<file path="config.mk">
export PLATFORM = sky130hd
export DESIGN_NAME = cache_controller
export DESIGN_NICKNAME = d
export VERILOG_FILES = /design/src/rtl/cache_pkg.sv /design/src/rtl/cache_word_counter.sv /design/src/rtl/cache_controller.sv
export SDC_FILE = /design/constraint.sdc
export NUM_CORES = 1
export LEC_CHECK = 0
export CAP_MARGIN = 20
export CORE_MARGIN = 2
export CORE_UTILIZATION = 41
export DETAILED_ROUTE_END_ITERATION = 7
export MAX_ROUTING_LAYER = met4
export PLACE_DENSITY = 0.85
export SYNTH_ARGS = -nofsm -noshare
export SYNTH_HDL_FRONTEND = slang
export SYNTH_HIERARCHICAL = 1
export SYNTH_SLANG_ARGS = --single-unit
</file>
<file path="constraint.sdc">
create_clock -name clk -period 2.7 [get_ports clk]
set_input_delay 0.81 -clock clk [delete_from_list [all_inputs] [get_ports clk]]
set_output_delay 0.81 -clock clk [all_outputs]
set_load 0.01 [all_outputs]
</file>
<file path="src/rtl/cache_pkg.sv">
// ----------------------------------------------------------------------------
// cache_pkg
//   Definitions shared by the cache controller, its word counter and the
//   cache array (cache_memory).
//
//   Contents:
//     - default widths for the address, tag, data word and line geometry
//     - cache_state_e : controller sequencing states
//     - addr_tag / addr_index / addr_offset : address field extraction
//
//   Address layout (default widths):
//     [31:13] tag   [12:6] set index   [5:0] line offset
//   Only the low $clog2(CACHE_BLOCK_WORDS) offset bits select a word.
// ----------------------------------------------------------------------------
package cache_pkg;

    localparam int unsigned CACHE_ADDR_W      = 32;
    localparam int unsigned CACHE_TAG_W       = 19;
    localparam int unsigned CACHE_WORD_W      = 8;
    localparam int unsigned CACHE_BLOCK_WORDS = 8;
    localparam int unsigned CACHE_OFFSET_BITS = 6;
    localparam int unsigned CACHE_INDEX_BITS  = CACHE_ADDR_W - CACHE_TAG_W - CACHE_OFFSET_BITS;

    localparam int unsigned CACHE_INDEX_LSB   = CACHE_OFFSET_BITS;
    localparam int unsigned CACHE_TAG_LSB     = CACHE_OFFSET_BITS + CACHE_INDEX_BITS;

    typedef enum logic [2:0] {
        IDLE,
        LOOKUP,
        RESPOND,
        WB,
        FILL
    } cache_state_e;

    function automatic logic [CACHE_TAG_W-1:0] addr_tag(input logic [CACHE_ADDR_W-1:0] addr);
        return addr[CACHE_ADDR_W-1:CACHE_TAG_LSB];
    endfunction

    function automatic logic [CACHE_INDEX_BITS-1:0] addr_index(input logic [CACHE_ADDR_W-1:0] addr);
        return addr[CACHE_TAG_LSB-1:CACHE_INDEX_LSB];
    endfunction

    function automatic logic [CACHE_OFFSET_BITS-1:0] addr_offset(input logic [CACHE_ADDR_W-1:0] addr);
        return addr[CACHE_OFFSET_BITS-1:0];
    endfunction

endpackage

</file>
<file path="src/rtl/cache_word_counter.sv">
// ----------------------------------------------------------------------------
// cache_word_counter
//   Word offset counter shared by the write-back and line-fill loops.
//
//   Ports:
//     clk       in   clock, rising edge
//     rst_b     in   asynchronous active-low reset
//     inc       in   advance to the next word
//     clr       in   return to word 0 (wins over inc)
//     word_cnt  out  current word offset within the line
//     last      out  word_cnt is the final word of the line
// ----------------------------------------------------------------------------
module cache_word_counter #(
    parameter int unsigned BLOCK_SIZE = 8,
    parameter int unsigned CNT_W      = $clog2(BLOCK_SIZE)
) (
    input  logic             clk,
    input  logic             rst_b,
    input  logic             inc,
    input  logic             clr,
    output logic [CNT_W-1:0] word_cnt,
    output logic             last
);

    always_ff @(posedge clk or negedge rst_b) begin
        if (!rst_b) begin
            word_cnt <= '0;
        end else if (clr) begin
            word_cnt <= '0;
        end else if (inc) begin
            word_cnt <= word_cnt + 1'b1;
        end
    end

    assign last = (word_cnt == CNT_W'(BLOCK_SIZE - 1));

endmodule

</file>
<file path="src/rtl/cache_controller.sv">
// ----------------------------------------------------------------------------
// cache_controller
//   Sequencing FSM between the CPU port, the 4-way set-associative cache
//   array and a word-serial main-memory port. One CPU request is serviced at
//   a time: lookup, optional write-back of a dirty victim, line fill, then a
//   replay lookup that completes the access as a normal hit.
//
//   Ports:
//     clk, rst_b                        clock (rising edge), async active-low reset
//     cpu_req/cpu_we/cpu_addr/cpu_wdata CPU request, held until cpu_ready
//     cpu_rdata/cpu_ready               read data and one-cycle completion pulse
//     cache_addr/cache_try_read         array address and lookup strobe
//     cache_try_write                   CPU write-hit strobe
//     cache_write/cache_wdata           fill-word write strobe and data
//     cache_data_out/cache_hit          array read data and hit indication
//     cache_dirty/cache_victim_tag      victim state of the indexed set
//     mem_req/mem_we/mem_addr/mem_wdata memory word request
//     mem_rdata/mem_ack                 memory word response
//
//   Optional build macro CACHE_CTRL_PERF_EN adds hit_count / miss_count
//   (16-bit saturating counts of first-lookup hits and misses).
// ----------------------------------------------------------------------------
module cache_controller
    import cache_pkg::*;
#(
    parameter int unsigned ADDRESS_WORD_SIZE = CACHE_ADDR_W,
    parameter int unsigned TAG_SIZE          = CACHE_TAG_W,
    parameter int unsigned WORD_SIZE         = CACHE_WORD_W,
    parameter int unsigned BLOCK_SIZE        = CACHE_BLOCK_WORDS,
    parameter int unsigned OFFSET_BITS       = CACHE_OFFSET_BITS
) (
    input  logic                         clk,
    input  logic                         rst_b,

    input  logic                         cpu_req,
    input  logic                         cpu_we,
    input  logic [ADDRESS_WORD_SIZE-1:0] cpu_addr,
    input  logic [WORD_SIZE-1:0]         cpu_wdata,
    output logic [WORD_SIZE-1:0]         cpu_rdata,
    output logic                         cpu_ready,

    output logic [ADDRESS_WORD_SIZE-1:0] cache_addr,
    output logic                         cache_try_read,
    output logic                         cache_try_write,
    output logic                         cache_write,
    output logic [WORD_SIZE-1:0]         cache_wdata,
    input  logic [WORD_SIZE-1:0]         cache_data_out,
    input  logic                         cache_hit,
    input  logic                         cache_dirty,
    input  logic [TAG_SIZE-1:0]          cache_victim_tag,

    output logic                         mem_req,
    output logic                         mem_we,
    output logic [ADDRESS_WORD_SIZE-1:0] mem_addr,
    output logic [WORD_SIZE-1:0]         mem_wdata,
    input  logic [WORD_SIZE-1:0]         mem_rdata,
    input  logic                         mem_ack
`ifdef CACHE_CTRL_PERF_EN
    ,
    output logic [15:0]                  hit_count,
    output logic [15:0]                  miss_count
`endif
);

    localparam int unsigned CNT_W      = $clog2(BLOCK_SIZE);
    localparam int unsigned INDEX_BITS = ADDRESS_WORD_SIZE - TAG_SIZE - OFFSET_BITS;

    cache_state_e state, next_state;

    // Latched CPU request and victim tag
    logic [ADDRESS_WORD_SIZE-1:0] req_addr;
    logic                         req_we;
    logic [WORD_SIZE-1:0]         req_wdata;
    logic [TAG_SIZE-1:0]          victim_tag;
    logic                         replay;

    logic                         cnt_inc;
    logic                         cnt_clr;
    logic [CNT_W-1:0]             word_cnt;
    logic                         word_last;

    logic [TAG_SIZE-1:0]          req_tag;
    logic [INDEX_BITS-1:0]        req_index;
    logic [OFFSET_BITS-1:0]       word_off;
    logic [ADDRESS_WORD_SIZE-1:0] wb_addr;
    logic [ADDRESS_WORD_SIZE-1:0] fill_addr;

    cache_word_counter #(
        .BLOCK_SIZE (BLOCK_SIZE),
        .CNT_W      (CNT_W)
    ) u_word_counter (
        .clk      (clk),
        .rst_b    (rst_b),
        .inc      (cnt_inc),
        .clr      (cnt_clr),
        .word_cnt (word_cnt),
        .last     (word_last)
    );

    assign req_tag   = req_addr[ADDRESS_WORD_SIZE-1 -: TAG_SIZE];
    assign req_index = req_addr[OFFSET_BITS +: INDEX_BITS];
    // Word counter sits in the low offset bits; upper offset bits stay zero
    assign word_off  = OFFSET_BITS'(word_cnt);
    assign wb_addr   = {victim_tag, req_index, word_off};
    assign fill_addr = {req_tag, req_index, word_off};

    // ------------------------------------------------------------------
    // State and request registers
    // ------------------------------------------------------------------
    always_ff @(posedge clk or negedge rst_b) begin
        if (!rst_b) begin
            state      <= IDLE;
            req_addr   <= '0;
            req_we     <= 1'b0;
            req_wdata  <= '0;
            victim_tag <= '0;
            replay     <= 1'b0;
            cpu_rdata  <= '0;
        end else begin
            state <= next_state;

            if (state == IDLE && cpu_req) begin
                req_addr  <= cpu_addr;
                req_we    <= cpu_we;
                req_wdata <= cpu_wdata;
                replay    <= 1'b0;
            end

            // LOOKUP lasts one cycle, so this captures the tag on exit
            if (state == LOOKUP) begin
                victim_tag <= cache_victim_tag;
                if (cache_hit) begin
                    cpu_rdata <= cache_data_out;
                end
            end

            if (state == FILL && next_state == LOOKUP) begin
                replay <= 1'b1;
            end
        end
    end

    // ------------------------------------------------------------------
    // Next state and outputs
    // ------------------------------------------------------------------
    always_comb begin
        next_state      = state;
        cnt_inc         = 1'b0;
        cnt_clr         = 1'b0;
        cpu_ready       = 1'b0;
        cache_addr      = '0;
        cache_try_read  = 1'b0;
        cache_try_write = 1'b0;
        cache_write     = 1'b0;
        cache_wdata     = '0;
        mem_req         = 1'b0;
        mem_we          = 1'b0;
        mem_addr        = '0;
        mem_wdata       = '0;

        case (state)
            IDLE: begin
                if (cpu_req) begin
                    next_state = LOOKUP;
                end
            end

            LOOKUP: begin
                cache_addr     = req_addr;
                cache_try_read = 1'b1;
                if (req_we) begin
                    cache_try_write = 1'b1;
                    cache_wdata     = req_wdata;
                end
                if (cache_hit) begin
                    next_state = RESPOND;
                end else if (cache_dirty) begin
                    next_state = WB;
                end else begin
                    next_state = FILL;
                end
            end

            RESPOND: begin
                cpu_ready  = 1'b1;
                next_state = IDLE;
            end

            WB: begin
                cache_addr     = wb_addr;
                cache_try_read = 1'b1;
                mem_req        = 1'b1;
                mem_we         = 1'b1;
                mem_addr       = wb_addr;
                mem_wdata      = cache_data_out;
                if (mem_ack) begin
                    if (word_last) begin
                        cnt_clr    = 1'b1;
                        next_state = FILL;
                    end else begin
                        cnt_inc = 1'b1;
                    end
                end
            end

            FILL: begin
                mem_req  = 1'b1;
                mem_addr = fill_addr;
                if (mem_ack) begin
                    cache_write = 1'b1;
                    cache_addr  = fill_addr;
                    cache_wdata = mem_rdata;
                    if (word_last) begin
                        cnt_clr    = 1'b1;
                        next_state = LOOKUP;
                    end else begin
                        cnt_inc = 1'b1;
                    end
                end
            end

            default: begin
                next_state = IDLE;
            end
        endcase
    end

`ifdef CACHE_CTRL_PERF_EN
    // ------------------------------------------------------------------
    // Saturating hit/miss counters; replay lookups are not counted
    // ------------------------------------------------------------------
    always_ff @(posedge clk or negedge rst_b) begin
        if (!rst_b) begin
            hit_count  <= '0;
            miss_count <= '0;
        end else if (state == LOOKUP && !replay) begin
            if (cache_hit) begin
                if (hit_count != '1) begin
                    hit_count <= hit_count + 16'd1;
                end
            end else begin
                if (miss_count != '1) begin
                    miss_count <= miss_count + 16'd1;
                end
            end
        end
    end
`endif

endmodule

</file>
# Word-level counts from Yosys, hierarchy flattened

Cells that the tools add are included.

Register bits after elaboration: 74
Bits of input ports: 82
Output and inout bits: 94
Word-level logic and storage cells: 56

$add $sub $neg: 1
Equal/unequal tests: 10
Mux-type cells: 31
Reduce and logical (&&, ||, !) cells: 7

Operator list:

| operator              | number |
|---|---|
| $pmux W32 S3          | 1 |
| $pmux W32 S2          | 1 |
| $mux W32              | 1 |
| $mux W3               | 9 |
| $mux W8               | 3 |
| $pmux W8 S2           | 1 |
| $mux W1               | 14 |
| $pmux W3 S4           | 1 |
| $eq A3 B2 Y1 const B  | 2 |
| $eq A3 B3 Y1 const B  | 2 |
| $ne A2 B2 Y1 const B  | 3 |
| $reduce_and A5 Y1     | 1 |
| $ne A2 B1 Y1 const B  | 2 |
| $reduce_or A2 Y1      | 2 |
| $add A3 B1 Y3 const B | 1 |
| $eq A3 B1 Y1 const B  | 1 |
| $logic_not A3 Y1      | 1 |
| $reduce_and A2 Y1     | 1 |
| $reduce_bool A2 Y1    | 1 |
| $logic_and A1 B1 Y1   | 1 |

# Longest topological paths before layout

Gate-level depths: netlist of the first run.

Word-level depth: 6
Depth in mapped cells: 7
Gate-level depth less buffers: 5

# Modules after synthesis

The synthesis of the first run kept the hierarchy.

By module, submodules not included:

| module             | times used | cells each | area each (µm²) | sequential area each (µm²) |
|---|---|---|---|---|
| cache_controller   | 1          | 271        | 3,502.1         | 1,776.7 |
| cache_word_counter | 1          | 11         | 140.1           | 75.1 |

# Worst setup path before layout of the first run

Ideal clock, no wire load.

Path kind: input port to output port
Start point: in mem_ack
End point: out cache_addr[10]
Arrival time: 1.590 ns
Data required time: 1.890 ns
Slack: 0.300 ns
Cell stages on the path: 4
Buffers on the path: 1
Cells stage by stage: nor4bb_1 -> buf_2 -> nor2_1 -> nor2b_1

Cells in the longest elaborated chain, start to end: 2

RTL lines:

| what               | line                    | source |
|---|---|---|
| start: declaration | cache_controller.sv:57  | `input logic mem_ack` |
| $mux W32           | cache_controller.sv:209 | `if (mem_ack) begin` |
| $pmux W32 S3       | cache_controller.sv:161 | `case (state)` |
| end: declaration   | cache_controller.sv:42  | `output logic [ADDRESS_WORD_SIZE-1:0] cache_addr,` |

Every way passes these cells.

# Worst setup path after layout of the first run

Start point: reg state[0]
End point: out cache_addr[24]

Cells in the longest elaborated chain, start to end: 2
Elaborated cells on any way between the ends: 4
Those cells by class: eq/ne: 3; mux: 1

RTL lines:

| what                                       | line                    | source |
|---|---|---|
| start: declaration                         | cache_controller.sv:68  | `cache_state_e state, next_state;` |
| start signal: assignment                   | cache_controller.sv:120 | `state <= next_state;` |
| $eq A3 B3 Y1, or another cell as far along | cache_controller.sv:161 |  |
| $pmux W32 S3 *                             | cache_controller.sv:161 |  |

Every way passes the cells marked *; elsewhere a longest branch is shown, timed or not.

==> metrics.txt, run 1 <==
status=finished with violations; failing checks=setup timing; # clock sinks=74; critical path's top delay family=buffers and inverters; Rel. slew slack=0.368; Ports=176; drt initial violations=68; beginning of the critical path=state[0]; Crit Path Max Fanout=5; post-synth top area share=0.508; FILL cells=667; maxcap violations=0; complex-gate fraction of the synthesized area=0.128; vias per inst=5.15; DP HPWL=7200 um; critical path, cell by cell=buf_6 -> nand3b_1 -> a21oi_4 -> buf_6 -> buf_6 -> buf_6 -> a22o_1 -> buf_2; first-pass GRT wire length=16,900 um; commonest non-fill, non-tap cell in the layout=clkdlybuf4s50_1; Hold Startpoint=cpu_rdata[7]; startpoint class of the critical path=register; Int Pwr=4.31 mW; core footprint=8680 um^2; Critical Setup Path Class=register to primary output; top post-synthesis cells by area=dfrtp_1 51%, mux2_2 18%, a22o_1 12%, mux2_1 3.1%, nor2b_1 2.9%; Switching Fraction=0.353; CTS Hold Bufs=0; antenna violations before repair=0; met3 wire length=553 um; flops & latches, synth=74; Syn Area/Cell=12.9 um^2; Inserted Clock Buffers=9; Initial DRT Pass Iterations=6; Reg2Reg Launch Point=state[0]; largest net degree at the start of global routing=75; Logic pwr share=0.544; minimum clock period=2.74 ns; total negative slack=-0.124 ns; library cells used by synthesis=33; CP dominant cell by count=buf_6; Psw=2.35 mW; die area=9650 um^2; proportion of synthesized area in mux cells=0.216; Worst VDD drop=610 uV; final setup violating endpoints=5; HP Class=register to register; XOR/XNOR Fraction of Synth Area=0.00240; max incr delay on CP=0.41 ns; metal1 wirelength=4350 um; Worst-Skew Late Latency=0.34 ns; area of the mapped netlist=3640 um^2; Antenna Nets Post-Route=0; YS warnings=6; chip height=98.3 um; CTS tree=built; starting density of the core=0.420; WL per Instance=17.4 um; Pwr Total=6.66 mW; Leak=2.74 nW; fin. max-slew vios=0; CP Data Arrival Time=1.93 ns; maximum clock skew at final layout=0.0161 ns; maximum root-to-sink buffer count=2; unrepaired setup endpoints after global routing=yes; grt ovf=0; Adder-Cell Fraction of Synth Area=0.00687; Clk network pwr share=0.144; Worst-path clk slew=0.09 ns; share of layout cells above drive strength 1=0.412; Crit. End Element=primary output; port bufs=172; Detailed Route WL=10,700 um; post-synth top area cell=dfrtp_1; Mapped Cells=282; vias in the first global route=3,409; Power Density=1130 nW/um^2; Layout Nets=584; Fmax=0.365 GHz; Seq/Total Area, Yosys=0.508; Synth Area in Simple Gates=0.0955; Layout area overhead=61.6%; Antenna diodes=0; wire length on met2=5600 um; largest family of logic cells by synthesized area=multiplexers; Via Count=3,157; GRT Resource Usage Total=0.226; std cell rows=34; part of the power in registers=0.312; DR DRC count=0; Final WS setup=-0.0381 ns; Die W=98.3 um; Period Utilization, post-route=1.01; Worst Path Buf+Inv=5; H-Tree Depth=3; most frequent cells in the layout=90 x clkdlybuf4s50_1, 73 x dfrtp_1, 58 x mux2_2, 49 x a22o_1, 45 x buf_2; gpl congestion=0.825; Root Driver=clkbuf_8; Crit path required time=1.89 ns; Least-Margin Pin Slew=0.948 ns; Top Layer Used=met4; Final Hold Vio Count=0; critical path's slowest cell=dfrtp_1
[logic make-up (layout without fill, tap and decap cells)]
logic type                 count (synthesis)  count (layout)
buffers and inverters                     26             247
and+or+nand+nor                           54              54
other                                      1               3
DFF                                       74              74
muxes                                     70              70
xor gates and xnor gates                   1               1
adders and majority gates                  2               2
AOI/OAI and AO/OA                         54              54
[final timing paths]
| check | endpoint | slack, ns | cells past startpoint |
|---|---|---|---|
| worst max-delay path | cache_addr[24] | -0.04 | 8 |
| worst min-delay path | cpu_rdata[7] | 0.49 | 1 |
| worst max register to register | u_word_counter/word_cnt[1] | 0.48 | 9 |
| worst min register to register | cpu_rdata[7] | 0.49 | 1 |
| max in group asynchronous | state[2] | 1.42 | 1 |
| min in group asynchronous | victim_tag[8] | 0.61 | 1 |
[through the flow]
step                hold slack, ns  setup slack (ns)   util  cells  area [um^2]
global placement             0.467            -0.712  0.640    563         5560
finish                       0.492           -0.0381  0.678    613         5890
floorplan                    0.472             0.300      -    284         3650
CTS                          0.498            -0.157  0.687    606         5960
detailed placement           0.480            -0.731  0.640    563         5560
global route                 0.512            -0.153  0.678    613         5890
[cells in the mapped netlist]
master,n
a211o_1,1
o211ai_1,1
conb_1,1
a31oi_1,1
nand2_1,2
mux2i_1,2
o21ai_0,1
or2_2,1
nor2_1,6
nor3b_2,1
and3b_1,1
nor2b_1,17
nand2b_1,2
mux2_1,10
nor3_2,1
xnor2_1,1
inv_1,2
a22o_1,49
ha_1,2
dfrtp_1,74
and2_1,14
clkbuf_2,1
a21oi_2,1
buf_4,12
nand3_1,2
nor3b_4,1
mux2_2,58
buf_2,8
nor3_1,1
nor3b_1,2
nor4bb_1,1
clkbuf_1,3
nand3b_1,2
[routing by layer]
layer	vias to the layer above	track usage
li1	1465	-
met1	1559	0.261
met2	117	0.397
met3	16	0.0408
met4	0	0.0738
met5	-	-
[cell type report]
type | count | area [um^2] | share of cell area
timing repair buffer | 229 | 1960 | 0.333
sequential | 74 | 1850 | 0.315
multi-input combinational | 184 | 1710 | 0.290
tap | 108 | 135 | 0.0230
clock buffer | 9 | 124 | 0.0210
clock inverter | 7 | 98.8 | 0.0168
inverter | 2 | 7.51 | 0.00128
[state kept, by name, summed over array words and instances (netlist names)]
register	cells
u_word_counter/word_cnt	3
req_wdata	8
cpu_rdata	8
victim_tag	19
req_we	1
req_addr	32
state	3
[power groups by stage]
stage	clock network (mW)	logic, mW	registers (mW)
2_1_floorplan	0	1.90	2.00
3_3_place_gp	0	3.39	2.05
3_5_place_dp	0	3.48	2.09
4_1_cts	0.987	3.67	2.07
5_1_grt	1.05	3.90	2.15
6_report	0.960	3.63	2.08
[what timing repair did]
action | CTS | global route
setup endpoints to repair | 81 | 60
gates cloned | 4 | 1
pin swaps | 8 | 18
gates resized for setup | 228 | 87
buffers inserted | 23 | 15
No activity file was read; power rests on OpenSTA's default activity.
==> inputs of run 2 (changes only) <==
--- a/config.mk
+++ b/config.mk
@@ -11,2 +11,3 @@
 export DETAILED_ROUTE_END_ITERATION = 7
+export GPL_ROUTABILITY_DRIVEN = 0
 export MAX_ROUTING_LAYER = met4
==> constraint.sdc (replaced) <==
create_clock -name clk -period 2.7 [get_ports clk]
set_input_delay 0.27 -clock clk [delete_from_list [all_inputs] [get_ports clk]]
set_output_delay 0.27 -clock clk [all_outputs]
set_load 0.01 [all_outputs]
==> run 2 against run 1 <==
- the flow now finishes without violations
- power shrank 4.5%
- register-to-register slack gained 0.19 ns
- setup slack better by 0.16 ns
- non-clock buffer count decreased by 48
- clock skew fell by 0.011 ns
- clock-buffer cell count did not move
- die area unchanged
- via count is 4.7% lower
- critical path type unchanged
- critical endpoint is now mem_addr[31]
- largest cell class is now flip-flops and latches
==> metrics.txt, run 2 (synthesis gave the netlist of run 1 again) <==
status=completed (was finished with violations); DP Worst Slack=0.333 ns (was -0.731 ns); max reg flops=32 (unchanged); startpoint class of the critical path=register (unchanged); Via Count=3,009 (was 3,157); Layout area overhead=55.9% (was 61.6%); Ports=176 (unchanged); GRT Resource Usage Total=0.209 (was 0.226); maxcap violations=0 (unchanged); Die W=98.3 um (unchanged); post-CTS setup buffer count=0 (was 23); Root Driver=clkbuf_8 (unchanged); starting density of the core=0.420 (unchanged); vias per inst=5.33 (was 5.15); vias in the first global route=3,184 (was 3,409); std cell rows=34 (unchanged); Inserted Clock Buffers=9 (unchanged); register-to-register setup slack=0.67 ns (was 0.48 ns); Layout Nets=536 (was 584); grt ovf=0 (unchanged); Rel. slew slack=0.380 (was 0.368); commonest non-fill, non-tap cell in the layout=clkdlybuf4s50_1 (unchanged); met3 wire length=586 um (was 553 um); die area=9650 um^2 (unchanged); Least-Margin Pin Slew=0.930 ns (was 0.948 ns); CP Data Arrival Time=2.31 ns (was 1.93 ns); fin. max-slew vios=0 (unchanged); maximum root-to-sink buffer count=2 (unchanged); DP HPWL=7030 um (was 7200 um); port bufs=172 (unchanged); largest net degree at the start of global routing=75 (unchanged); minimum clock period=2.58 ns (was 2.74 ns); Detailed Route WL=9790 um (was 10,700 um); unrepaired setup endpoints after global routing=no (was yes); # placed instances=549 (was 563); Worst-path clk slew=0.08 ns (was 0.09 ns); antenna violations before repair=0 (unchanged); DR DRC count=0 (unchanged); Pwr Total=6.36 mW (was 6.66 mW); Period Utilization, post-route=0.954 (was 1.01); chip height=98.3 um (unchanged); metal1 wirelength=4040 um (was 4350 um); top flop regs=req_addr x32, victim_tag x19 (unchanged); final cell count without fillers=565 (was 613); Final WS setup=0.125 ns (was -0.0381 ns); maximum clock skew at final layout=0.00527 ns (was 0.0161 ns); Leak=2.28 nW (was 2.74 nW); Crit. End Element=primary output (unchanged); first-pass GRT wire length=15,600 um (was 16,900 um); CTS Hold Bufs=0 (unchanged); Worst VDD drop=530 uV (was 610 uV); H-Tree Depth=3 (unchanged); CTS tree=built (unchanged); Top Layer Used=met4 (unchanged); largest register by flop count=req_addr (unchanged); Fmax=0.388 GHz (was 0.365 GHz); Crit path required time=2.43 ns (was 1.89 ns); PostCTS Resize Cnt=2 (was 228); final setup violating endpoints=0 (was 5); FILL cells=661 (was 667); core footprint=8680 um^2 (unchanged); share of layout cells above drive strength 1=0.204 (was 0.412); HP Class=input port to asynchronous set/reset pin (was register to register); total negative slack=0 ns (was -0.124 ns); WL per Instance=17.3 um (was 17.4 um); Worst-Skew Late Latency=0.33 ns (was 0.34 ns); # clock sinks=74 (unchanged); Power Density=1120 nW/um^2 (was 1130 nW/um^2); drt initial violations=67 (was 68); Antenna diodes=0 (unchanged); most frequent cells in the layout=171 x clkdlybuf4s50_1, 73 x dfrtp_1, 58 x mux2_2, 49 x a22o_1, 17 x nor2b_1 (was 90 x clkdlybuf4s50_1, 73 x dfrtp_1, 58 x mux2_2, 49 x a22o_1, 45 x buf_2); Initial DRT Pass Iterations=4 (was 6); Crit Path Max Fanout=47 (was 5); Critical Setup Path Class=register to primary output (unchanged); wire length on met2=4960 um (was 5600 um); Final Hold Vio Count=0 (unchanged); final core utilization=0.654 (was 0.678); Antenna Nets Post-Route=0 (unchanged)
-- run 2: changes by cell type in the layout (fill, tap and decap cells not counted), sizes merged --
cell	change
buf	-93
clkdlybuf4s50	+81
clkbuf	-19
clkdlybuf4s15	-9
dlygate4sd2	-7
inv	-3
clkinv	+2
clkinvlp	+1
dlymetal6s2s	-1
-- run 2: cell type report --
class,count,area (um^2),area share
timing repair buffer,181,1790,0.316
multi-input combinational,184,1670,0.294
clock inverter,7,93.8,0.0165
tap,108,135,0.0238
clock buffer,9,124,0.0218
inverter,2,7.51,0.00132
sequential,74,1850,0.326
-- run 2: worst paths after layout --
check,from,to,cells after the start
max in group asynchronous,rst_b,state[1],1
worst max register to register,state[0],u_word_counter/word_cnt[2],5
worst min register to register,cpu_rdata[5],cpu_rdata[5],1
min in group clk,cpu_rdata[5],cpu_rdata[5],1
worst max-delay path,state[0],mem_addr[31],4
worst min-delay path,rst_b,req_addr[24],1
-- run 2: report_power, final --
part | internal, mW | switching, mW
clock | 0.519 | 0.419
sequential | 1.69 | 0.422
combinational | 1.99 | 1.33
-- run 2: metal layers --
| layer | up-vias | GRT usage |
|---|---|---|
| li1 | 1358 | - |
| met1 | 1505 | 0.248 |
| met2 | 129 | 0.357 |
| met3 | 17 | 0.0429 |
| met4 | 0 | 0.0674 |
| met5 | - | - |
-- run 2: metrics by stage --
step | area (um^2) | hold WS, ns
6_report | 5680 | 0.0713
3_3_place_gp | 5440 | 0.459
2_1_floorplan | 3650 | -0.0256
5_1_grt | 5680 | 0.135
4_1_cts | 5660 | 0.100
3_5_place_dp | 5440 | 0.475
-- run 2: critical path, stage by stage (launching register included) --
cell,delay [ns]
dfrtp_1,0.56
and3b_2,0.29
buf_6,0.31
a22o_1,0.20
clkdlybuf4s50_1,0.57
==> variant 1: new RTL, flow settings as in run 2 <==
`CACHE_WORD_W`: 8 -> 6.
--- a/src/rtl/cache_pkg.sv
+++ b/src/rtl/cache_pkg.sv
@@ -16,7 +16,7 @@
 
     localparam int unsigned CACHE_ADDR_W      = 32;
     localparam int unsigned CACHE_TAG_W       = 19;
-    localparam int unsigned CACHE_WORD_W      = 8;
+    localparam int unsigned CACHE_WORD_W      = 6;
     localparam int unsigned CACHE_BLOCK_WORDS = 8;
     localparam int unsigned CACHE_OFFSET_BITS = 6;
     localparam int unsigned CACHE_INDEX_BITS  = CACHE_ADDR_W - CACHE_TAG_W - CACHE_OFFSET_BITS;
Ports: changed (6 resized); port bits go from 176 to 164. No check against the original RTL was run, so the function may have changed too.
==> variant 1 against run 2 <==
Die area fell by 4.0%; power decreased by 1.2%; final cell count is 4.8% lower; design area shrank 4.0%; area after synthesis decreased by 4.2%; clock skew is 0.0081 ns higher; sequential cell count fell by 4; routed wire length decreased by 5.9%; worst setup slack got worse by 0.0029 ns; critical path depth unchanged; critical endpoint is now cache_addr[6]; largest cell class unchanged; largest power group unchanged.
==> variant 1: results (changes against run 2) <==
[logic_synthesis]
yosysWarnings=6  ; unchanged
synth_area_leaders=dfrtp_1 (50%), mux2_2 (19%), a22o_1 (12%), nor2b_1 (3.2%), and2_1 (2.2%)
yosysSeqAreaShare_pct=50.2  ; -0.66 points
ys_top_cells_by_count=dfrtp_1 (70), mux2_2 (58), a22o_1 (47), nor2b_1 (18), and2_1 (12)
synth_cell_type_count=32  ; -3.0%
avgSynthCellArea_um2=13.0  ; +0.85%

[placement]
dp.cells=521  ; -5.1%
io_buffer_count=160  ; -7.0%
placed_area_um2=5180  ; -4.8%
place_hpwl_mm=6.73  ; -4.2%

[setup_path]
r2r_slack_ns=0.75  ; +0.08 ns
r2r_end=cpu_rdata[1]
crit_arrival_ns=2.31  ; about the same
timing.rr.start=state[1]
crit_fanout=9  ; -81%

[clock_network]
clk_pin_slew_ns=0.08  ; about the same
clock_latency_ns=0.35  ; +0.02 ns

[cells_and_area]
drive_above_1_share_pct=21.2  ; +0.90 points
nets=506  ; -5.6%
regArea_um2=1750  ; -5.3%
nFillCells=618  ; -6.5%

[pwr]
vdd_drop_max_mv=0.599  ; +13%
p_leak_nw=2.20  ; -3.5%

[global_route]
grt_pass1_wl_mm=14.5  ; -7.2%
grt_pass1_vias=2914  ; -8.5%
grt.total_usage_pct=21.2  ; +0.33 points
grt_max_degree=40  ; -47%

[route]
initialDrtViolationCount=76  ; +13%
wl_mm=9.21  ; -5.9%
num_vias=2840  ; -5.6%

[timing]
max-slew-margin-rel_pct=50.8  ; +13 points
finClkSkew_ns=0.0133  ; +0.00807 ns
report.final.slew_viol_count=0  ; unchanged

[run_status]
status=complete, no violations

[worst_hold_path]
hp-class=register to register

[variant 1: changes by cell type after synthesis, moves of 2 or more]
cell	change
a22o_1	-2
and2_1	-2
buf_4	-2
buf_6	+2
dfrtp_1	-4
mux2_1	-4
mux2i_1	+2
nand3_1	-2
[variant 1: final cells by class]
type                    instances  share of cell area (%)
multi-input cells             174                    29.5
clock buffers                  11                    2.41
clock inverters                 5                    1.97
well taps                     105                    2.41
repair buffers                171                    31.4
flip-flops and latches         70                    32.2
inverters                       2                   0.138
[variant 1: power breakdown]
group | total [mW] | internal (mW) | leakage, nW | switching [mW]
logic | 3.24 | 1.97 | 1.26 | 1.27
registers | 2.03 | 1.60 | 0.825 | 0.437
clock network | 1.02 | 0.618 | 0.118 | 0.398
[variant 1: worst max-delay path by stage]
stage	start	to	slack (ns)	cells after the start
2_1_floorplan	state[1]	u_word_counter/word_cnt[1]	0.85	7
3_3_place_gp	mem_ack	cache_addr[7]	0.09	5
3_5_place_dp	mem_ack	cache_addr[8]	-0.003	5
4_1_cts	state[1]	cache_addr[0]	0.05	5
5_1_grt	state[2]	mem_wdata[5]	0.006	4
6_report	state[2]	cache_addr[6]	0.12	4
[variant 1: critical path, cell delays in order (launching register included)]
cell	delay, ns
dfrtp_1	0.57
nor4bb_4	0.48
nor2_1	0.20
nor2b_1	0.17
clkdlybuf4s50_1	0.55
[variant 1: timing repair]
action,4_1_cts,5_1_grt
setup endpoints to repair,28,41
endpoints found under the hold margin,1,0
hold buffers,1,0
resized for setup,3,3
gates cloned,0,0
[variant 1: per-layer routing]
layer  wire (um)  GRT usage, %  vias to the layer above  share of wire (%)
met5           0             -                        -                  0
met4         210          7.62                        0                2.3
met1        3830          25.2                     1415                 42
met2        4600          35.4                      114                 50
met3         562          5.01                       20                6.1
li1            -             -                     1291                  -
[variant 1: stage by stage]
| stage | hold slack, ns | setup TNS, ns | setup WS, ns |
|---|---|---|---|
| 6_report | 0.496 | 0 | 0.122 |
| 5_1_grt | 0.508 | 0 | 0.00608 |
| 4_1_cts | 0.498 | 0 | 0.0457 |
| 3_5_place_dp | 0.376 | -0.00337 | -0.00337 |
| 3_3_place_gp | 0.367 | 0 | 0.0938 |
| 2_1_floorplan | -0.0256 | 0 | 0.848 |
[variant 1: cells by family (layout without fill, tap and decap cells)]
group                    count (synthesis)  count (layout)  synth area share (%)
flip-flops                              70              70                  50.2
AND/OR/NAND/NOR                         49              49                  9.50
adder cells (fa/ha/maj)                  2               2                 0.717
buffers and inverters                   26             189                  4.66
other                                    1               3                 0.107
AO/OA/AOI/OAI                           51              51                  12.8
multiplexers                            68              68                  21.8
XOR/XNOR                                 1               1                 0.251
==> variant 2: new RTL, settings of run 2 <==
Made on the original files. Re-encode `cache_state_e` (5 states) as one-hot, 5 bits wide.
--- a/src/rtl/cache_pkg.sv
+++ b/src/rtl/cache_pkg.sv
@@ -24,12 +24,12 @@
     localparam int unsigned CACHE_INDEX_LSB   = CACHE_OFFSET_BITS;
     localparam int unsigned CACHE_TAG_LSB     = CACHE_OFFSET_BITS + CACHE_INDEX_BITS;
 
-    typedef enum logic [2:0] {
-        IDLE,
-        LOOKUP,
-        RESPOND,
-        WB,
-        FILL
+    typedef enum logic [4:0] {
+        IDLE    = 5'b00001,
+        LOOKUP  = 5'b00010,
+        RESPOND = 5'b00100,
+        WB      = 5'b01000,
+        FILL    = 5'b10000
     } cache_state_e;
 
     function automatic logic [CACHE_TAG_W-1:0] addr_tag(input logic [CACHE_ADDR_W-1:0] addr);
Check against the original RTL: no difference found for any inputs over 10 cycles, from zero or initial values and one cycle with rst_b low; not proved beyond that.
==> variant 2 against run 2 <==
Sequential share of layout area decreased by 1.7 points; clock power shrank 1%; routed wire length rose by 14%; critical path depth grew 1; worst setup slack worse by 0.058 ns; area after synthesis up 4.7%; first-iteration DRC count rose by 94%; design area up 8.6%; sequential cell count rose by 2; power fell by 21%; highest routed layer unchanged.
==> variant 2: results (changes against run 2) <==
[global_route]
grt.total_usage_pct=21.0  ; +0.079 points
use_met1_pct=26.0  ; +1.1 points
grtUsageMet3_pct=3.69  ; -0.60 points
use_met2_pct=34.6  ; -1.1 points
grt_pass1_wl_mm=16.1  ; +3.2%
grt_max_degree=77  ; +2.7%
antenna_found_initial=0  ; unchanged

[pwr]
power.share.switching_pct=32.7  ; -1.4 points
p_leak_nw=3.46  ; +51%
vdd_drop_max_mv=0.388  ; -27%

[logic_synthesis]
synth_cell_type_count=38  ; +15%
yosysSeqAreaShare_pct=49.9  ; -0.94 points
yosysWarnings=6  ; unchanged
async_reset_ff_share_pct=100  ; unchanged
ys_top_cells_by_count=dfrtp_1 (75), nand2_1 (60), a22o_1 (49), mux2_2 (42), and2_1 (19)
synth_area_leaders=dfrtp_1 (49%), mux2_2 (12%), a22o_1 (11%), nand2_1 (5.9%), mux2_4 (3.1%)

[route]
num_vias=3339  ; +11%
wl_mm=11.2  ; +14%
initialDrtViolationCount=130  ; +94%
drtPass1Iterations=4  ; unchanged

[cells_and_area]
top_regs=req_addr (32), victim_tag (19)
nets=602  ; +12%
nFillCells=709  ; +7.3%
n_antenna_cell=0  ; unchanged
drive_above_1_share_pct=21.5  ; +1.1 points

[setup_path]
path_delay_family=simple AND/OR/NAND/NOR gates
critical_path.max_stage_delay_ns=0.53  ; -0.04 ns
crit_fanout=7  ; -85%
crit_arrival_ns=2.36  ; +0.05 ns
critPathBufInv=2  ; unchanged
cpMaxStageDelayCell=clkdlybuf4s50_1

[placement]
place_hpwl_mm=7.28  ; +3.6%
io_buffer_count=172  ; unchanged
dp_slack_ns=0.195  ; -0.138 ns

[clock_network]
clockRootBuffer=clkbuf_8
cts_max_level=3  ; unchanged
cts_buffer_depth=2  ; unchanged
cts_made_buffers=9  ; unchanged
clock_latency_ns=0.34
clk_pin_slew_ns=0.08  ; about the same

[timing]
finClkSkew_ns=0.00565  ; +0.000379 ns
finalHoldViolations=0  ; unchanged
max-slew-margin-rel_pct=36.3  ; -1.6 points

[worst_hold_path]
hp-class=input port to asynchronous set/reset pin

[run_status]
status=complete, no violations

==> variant 2: repair_timing <==
action | CTS | global route
cloned | 0 | 4
resized for setup | 5 | 57
pin swaps | 0 | 3
setup endpoints to repair | 37 | 63
buffers inserted | 0 | 13
hold buffers | 0 | 0
==> variant 2: worst paths after layout <==
path | from | to | slack, ns | cells past startpoint
max in group asynchronous | rst_b | state[4] | 1.97 | 1
min reg2reg | req_addr[4] | req_addr[4] | 0.51 | 1
min | rst_b | req_addr[18] | 0.08 | 1
min in group clk | cache_victim_tag[18] | victim_tag[18] | 0.46 | 3
max reg2reg | state[3] | cpu_rdata[4] | 0.61 | 6
max | state[0] | mem_addr[28] | 0.07 | 5
==> variant 2: cell type report <==
type	count	area [um2]	share of cell area (%)
Multi-Input combinational cell	229	1790	29.0
Sequential cell	76	1910	30.9
Tap cell	111	139	2.25
Clock buffer	10	128	2.07
Clock inverter	5	77.6	1.26
Inverter	1	3.75	0.0609
Timing Repair Buffer	201	2120	34.5
==> variant 2: logic make-up (layout without fill, tap and decap cells) <==
group	after synthesis	after routing	synth area share [%]
buffers and inverters	28	217	4.10
other	1	3	0.0983
adder cells (fa/ha/maj)	2	2	0.656
XOR/XNOR	2	2	0.459
AO/OA/AOI/OAI	55	55	12.9
flip-flops	76	76	49.9
AND/OR/NAND/NOR	115	115	15.8
multiplexers	52	52	16.1
==> variant 2: metal layers <==
layer | up-vias | wire length, um
met4 | 0 | 152
met3 | 14 | 650
li1 | 1531 | -
met5 | - | 0
met2 | 133 | 5800
met1 | 1661 | 4600
==> variant 2: through the flow <==
step           cell area [um2]  std cells  TNS, ns  util [%]
6_report                  6170        633        0      67.4
5_1_grt                   6170        633  -0.0622      67.4
2_1_floorplan             3820        333        0         -
4_1_cts                   5860        616        0      64.0
3_5_place_dp              5640        601        0      61.6
3_3_place_gp              5640        601        0      61.6
==> variant 2: power groups by stage <==
| stage | combinational [mW] | clock, mW | sequential [mW] |
|---|---|---|---|
| after CTS | 1.92 | 0.943 | 2.11 |
| after global routing | 2.17 | 0.995 | 2.18 |
| after detailed placement | 1.91 | 0 | 2.12 |
| final | 2.00 | 0.923 | 2.12 |
| after global placement | 1.84 | 0 | 2.07 |
| after floorplan | 1.15 | 0 | 2.02 |
==> variant 2: worst register-to-register path, delay by kind of cell (launching register included) <==
kind	cells	cell delay, ns
mux	1	0.33
buf+inv	2	0.44
flops	1	0.45
simple gates	3	0.75
